===== src/rtl/nine_to_one_mux.sv =====
// nine_to_one_mux: registered 9:1 ALU result selector keyed on the R-type funct field.
// Latency: one clock from funct/data sampling to out/illegal.
// No flow control; a new selection is accepted every cycle.
// Optional build macro NINE_TO_ONE_MUX_HOLD_ON_ILLEGAL_EN: when defined, an illegal
// funct holds the previous out value instead of loading zero.
module nine_to_one_mux (
  input  logic        clk,
  input  logic        rst,
  input  logic [5:0]  funct,
  input  logic [31:0] sll_out,
  input  logic [31:0] srl_out,
  input  logic [31:0] sra_out,
  input  logic [31:0] add_out,
  input  logic [31:0] addu_out,
  input  logic [31:0] and_out,
  input  logic [31:0] or_out,
  input  logic [31:0] sub_out,
  input  logic [31:0] sltu_out,
  output logic [31:0] out,
  output logic        illegal
);

  // MIPS funct encodings of the nine supported operations
  localparam logic [5:0] FUNCT_SLL  = 6'b000000;
  localparam logic [5:0] FUNCT_SRL  = 6'b000010;
  localparam logic [5:0] FUNCT_SRA  = 6'b000011;
  localparam logic [5:0] FUNCT_ADD  = 6'b100000;
  localparam logic [5:0] FUNCT_ADDU = 6'b100001;
  localparam logic [5:0] FUNCT_AND  = 6'b100100;
  localparam logic [5:0] FUNCT_OR   = 6'b100101;
  localparam logic [5:0] FUNCT_SUB  = 6'b100010;
  localparam logic [5:0] FUNCT_SLTU = 6'b101011;

  logic [31:0] w_sel_dat;
  logic        w_sel_legal;
  logic [31:0] r_out;
  logic        r_illegal;

  // Decode funct into the selected operand; anything unmatched (including X/Z) is illegal
  always_comb begin
    w_sel_dat   = 32'h0000_0000;
    w_sel_legal = 1'b1;
    case (funct)
      FUNCT_SLL:  w_sel_dat = sll_out;
      FUNCT_SRL:  w_sel_dat = srl_out;
      FUNCT_SRA:  w_sel_dat = sra_out;
      FUNCT_ADD:  w_sel_dat = add_out;
      FUNCT_ADDU: w_sel_dat = addu_out;
      FUNCT_AND:  w_sel_dat = and_out;
      FUNCT_OR:   w_sel_dat = or_out;
      FUNCT_SUB:  w_sel_dat = sub_out;
      FUNCT_SLTU: w_sel_dat = sltu_out;
      default: begin
        w_sel_dat   = 32'h0000_0000;
        w_sel_legal = 1'b0;
      end
    endcase
  end

  // Register the selection; reset wins over any pending select
  always_ff @(posedge clk) begin
    if (rst) begin
      r_out     <= 32'h0000_0000;
      r_illegal <= 1'b0;
    end else if (w_sel_legal) begin
      r_out     <= w_sel_dat;
      r_illegal <= 1'b0;
    end else begin
`ifdef NINE_TO_ONE_MUX_HOLD_ON_ILLEGAL_EN
      r_out     <= r_out;
`else
      r_out     <= 32'h0000_0000;
`endif
      r_illegal <= 1'b1;
    end
  end

  assign out     = r_out;
  assign illegal = r_illegal;

endmodule


===== config.mk =====
export PLATFORM = sky130hd
export DESIGN_NAME = nine_to_one_mux
export DESIGN_NICKNAME = d
export VERILOG_FILES = /design/src/rtl/nine_to_one_mux.sv
export SDC_FILE = /design/constraint.sdc
export NUM_CORES = 1
export LEC_CHECK = 0
export CAP_MARGIN = 15
export CORE_AREA = 2 2 126 128
export DETAILED_ROUTE_END_ITERATION = 10
export DIE_AREA = 0 0 128 130
export PLACE_DENSITY = 0.73
export SETUP_SLACK_MARGIN = 0.1
export SLEW_MARGIN = 20
export SYNTH_ARGS = -nofsm -noshare
export SYNTH_HDL_FRONTEND = slang
export SYNTH_SLANG_ARGS = --single-unit

===== constraint.sdc =====
create_clock -name clk -period 1.7 [get_ports clk]
set_input_delay 0.34 -clock clk [delete_from_list [all_inputs] [get_ports clk]]
set_output_delay 0.34 -clock clk [all_outputs]
set_load 0.01 [all_outputs]

* Yosys cells after proc, flatten, opt, wreduce, memory -nomap -nowiden
Cells that the tools add are included.
Storage, ports and cells: memories 0, input bits 296, word-level logic and storage cells 17, flip-flop bits (word level) 33, latch bits 0, output and inout bits 33, bits in writable memories 0, bits in read-only memories 0
Cells by class: mux-type cells 3, add/subtract/negate cells 0, bitwise gates (word level) 1, equality and inequality tests 8, shift-type cells 0, divide/modulo/power cells 0, multipliers 0, $lt $le $gt $ge 0, reductions and logical operators 3
Operators with widths (number):
- $pmux 32 s9 | 1
- $eq 6x6->1 const B | 6
- $eq 6x2->1 const B | 2
- $reduce_or 9->1 | 1
- $logic_not 6->1 | 1
- $mux 1 | 2
- $reduce_or 2->1 | 1
- $not 1->1 | 1

* Logic depth before layout (Yosys ltp)
depth in word-level cells 5, gate-level depth with buffers 7, mapped depth without buffers 4

* Least setup slack after synthesis
OpenSTA, ideal clock, no wires.
kind input to register, start point input port funct[3], end point register r_out[27], in the netlist out[27], setup slack 0.122 ns, path buffers 2, stages on the path 6, required time 1.626 ns, arrival 1.504 ns, path through buf_6 > or4b_4 > nor2_8 > buf_6 > a22oi_1 > a31oi_1
On the way: longest elaborated chain between the ends 5, elaborated cells between the ends (all ways) 14, classes of those cells eq/ne: 8; mux: 2; bitwise: 1; reduce/logical: 3
Ends and longest elaborated chain:
- start, declared | RTL line 9 | input logic [5:0] funct,
- $eq 6x6->1 (tied with other cells) | RTL line 43 | case (funct)
- $reduce_or 9->1 (no line)
- $mux 1 | RTL line 43
- $not 1->1 (no line)
- $reduce_or 2->1 (no line)
- end signal, assigned | RTL line 66 | r_out <= w_sel_dat;
- end, declared | RTL line 36 | logic [31:0] r_out;
Several ways; a longest one is shown, not always the timed one. A chain may end at the register's enable or synchronous reset.

* Final worst setup path
start point input port funct[4], end point register r_out[24], in the netlist out[24]
Same word-level chain as after synthesis.

==> key figures <==
Run status
  – Outcome: complete, no violations

Critical path
  – Crit path max-delay family: simple AND/OR/NAND/NOR gates
  – Crit. End Element: flop
  – Worst setup SP type: input pin
  – CP Max Fanout: 7
  – Required time worst endpoint: 1.90 ns
  – Crit path cell chain: clkdlybuf4s15_1 > or4b_4 > nor2_8 > buf_12 > buf_12 > a22oi_1 > a31oi_1
  – Crit path arrival time: 1.74 ns
  – Crit-path most repeated cell: buf_12
  – Worst path max stage delay: 0.59 ns
  – Buf+Inv Stages, Crit Path: 3
  – Crit path max-delay cell type: or4b_4
  – Worst setup path class: input pin to flop

Detailed routing
  – Drc violations: 0
  – Initial DRC count: 242
  – ANT nets after route: 0
  – Vias: 4,531
  – WL per Instance: between 15 and 20 um
  – Via density: 4.96
  – First drt pass iteration count: 5
  – Routed wire length: 17,400 um

STA
  – Fmax: 0.649 GHz
  – Setup TNS Final: 0 ns
  – Fin. Hold Viols: 0
  – Slew headroom: 78.5%
  – Worst Max-Slew Pin Slew: 0.320 ns
  – Setup Viol. Count Final: 0
  – Final Cycle Share: approximately nine tenths
  – Fin. max-slew vios: 0
  – RSZ-0062 raised after global routing: true
  – Final min period: about 1.5 ns
  – Final WS setup: 0.159 ns

Global route
  – Met1 Use GR: 22.6%
  – GRT Total Usage: 19.8%
  – Largest net degree at the start of global routing: 34
  – Met2 GRT Util: 37.3%
  – Vias in the first global route: roughly 4,600
  – Initial antenna violation count: 0
  – Overflow after GRT: 0
  – Routing usage on met3: 4.18%
  – Wire length of the first global-routing pass: 25,400 um
  – GR peak layer: met2

Final layout
  – Layout overhead on the synthesized area: 115%
  – Share of layout cells above drive strength 1: about 22%
  – Antenna diode count: 0
  – Fillers: 1,502
  – Footprint of the multi-input gates: approximately 2500 um^2
  – Layout Utilization: 48.1%
  – Fin cells: 913
  – Layout Nets: 1,016
  – Register area: roughly 660 um^2

Power and ir drop
  – Peak supply drop: 0.275 mV
  – Design Power: 3.22 mW
  – P per Cell Area: 433 nW/um^2
  – Pleak: 2.68 nW

Clock tree
  – CTS tree: built
  – Root Driver: clkbuf_16
  – Clock transition at the registers of the reported paths: 0.06 ns
  – H-tree depth reported by CTS: 2
  – CTS Buffer Depth: 2
  – Num CTS Buffers: 5
  – Clock sink count: 33

Floorplanning
  – Starting density of the core: between 20% and 30%
  – Placeable Area: 15,400 um^2
  – Die Area: 16,600 um^2
  – I/O Pins: between 300 and 400
  – Die Ht: 130 um
  – Row count: between 40 and 50
  – Die Wd: ~130 um

Yosys
  – Seq/Total Area, Yosys: 19.1%
  – Warnings from Yosys: 0
  – Synthesized area: around 3500 um^2
  – Mapped Nets: 679
  – Mapped Avg Cell Area: 9.03 um^2
  – Area leader, netlist: mux2_2
  – Gate Count Post-Synth: 383
  – Synth top area share: 29.3%
  – Yosys reg bits: 33
  – Synth top area cells: mux2_2, dfxtp_1, a22o_1
  – Synth cell types: 36

Placed design
  – Placer's final routability congestion estimate: 0.854
  – Placed Instances: 900
  – Dpl ws: -0.372 ns
  – DP HPWL: 14,100 um
  – IO Port Bufs: 328

Run
  – Max Cap Violations: 0

Hold path
  – Hold WC Path Type: input pin to flop
  – Hold Path Depth: 4
  – Min-delay src: funct[1]
  – Hold endpoint: illegal
-- per-stage QoR --
stage | area, um^2 | hold WS (ns)
after floorplan | 3460 | 0.412
after global placement | 7130 | 0.857
after detailed placement | 7130 | 0.873
after CTS | 7390 | 0.588
after global routing | 7430 | 0.627
final | 7430 | 0.594
-- Yosys cell counts --
cell / number
nor4b_1: 1
buf_4: 1
nor4_1: 1
a32oi_1: 1
and3_1: 2
nor2_8: 1
a22o_2: 5
o21ai_0: 1
a22oi_2: 2
nor2_1: 6
a31oi_1: 33
nand2b_1: 1
a22oi_1: 32
dfxtp_1: 33
mux2_2: 90
and3_2: 1
nand2_1: 60
or4b_4: 1
nor4_2: 1
mux2i_1: 2
clkbuf_1: 10
buf_2: 15
buf_6: 5
clkbuf_8: 8
o211ai_1: 1
a21o_2: 1
nor4b_4: 1
and2_1: 1
nand3_1: 1
nor3_4: 1
buf_1: 1
nor3_1: 1
a21oi_1: 1
a21o_1: 1
a22o_1: 57
nor2b_1: 3
-- worst max path at each step --
stage / start / to / depth (start not counted)
CTS: funct[4] / out[2] / 7
floorplan: funct[3] / out[27] / 6
detailed placement: funct[4] / out[24] / 7
finish: funct[4] / out[24] / 7
global placement: funct[5] / out[24] / 6
global route: funct[5] / out[6] / 8
-- registers in the layout (all words and copies together), names as in the netlist --
name / flops
out: 32
illegal: 1
-- layout make-up --
class,count,share of cell area [%]
Timing Repair Buffer,370,51.3
Multi-Input combinational cell,310,34.2
Sequential cell,33,8.90
Tap cell,192,3.24
Clock buffer,5,1.68
Clock inverter,3,0.623
-- power by group --
part | switching [mW] | internal [mW] | leakage (nW)
sequential | 0.00203 | 0.780 | 0.266
clock | 0.379 | 0.694 | 0.0800
combinational | 0.411 | 0.949 | 2.34
total | 0.792 | 2.42 | 2.68
-- cell families after synthesis --
kind of cell | synth area share (%)
simple gates | 11.9
flops | 19.1
compound gates | 30.8
buf+inv | 8.39
mux | 29.9
-- layer usage --
metal	wire length (um)	part of all wire (%)
met1	6700	38
met3	1360	7.8
met2	9090	52
met5	0	0
met4	268	1.5
-- repair_timing --
| item | in CTS | in global routing |
|---|---|---|
| gates resized for setup | 9 | 5 |
| pin swaps | 11 | 4 |
| buffers inserted | 3 | 1 |
| hold buffers | 0 | 0 |
| cloned | 1 | 0 |
| setup endpoints to repair | 32 | 23 |
-- cells in the final DEF (no fill, tap or decap), types with 2 or more instances in the layout --
cell,count
a22o_1,57
a22o_2,5
a22oi_1,30
a22oi_2,4
a31oi_1,33
and3_1,2
buf_12,15
buf_2,2
buf_4,23
buf_6,3
clkbuf_16,5
clkdlybuf4s15_1,2
clkdlybuf4s50_1,322
dfxtp_1,33
mux2_2,90
mux2i_1,2
nand2_1,60
nor2_1,5
nor2b_1,2
-- tightest hold or removal path, cell delays in order --
cell and delay, ns:
buf_2 0.18, o211ai_1 0.14, nand2_1 0.09, nor2_1 0.08
(Power assumes the default switching activity.)
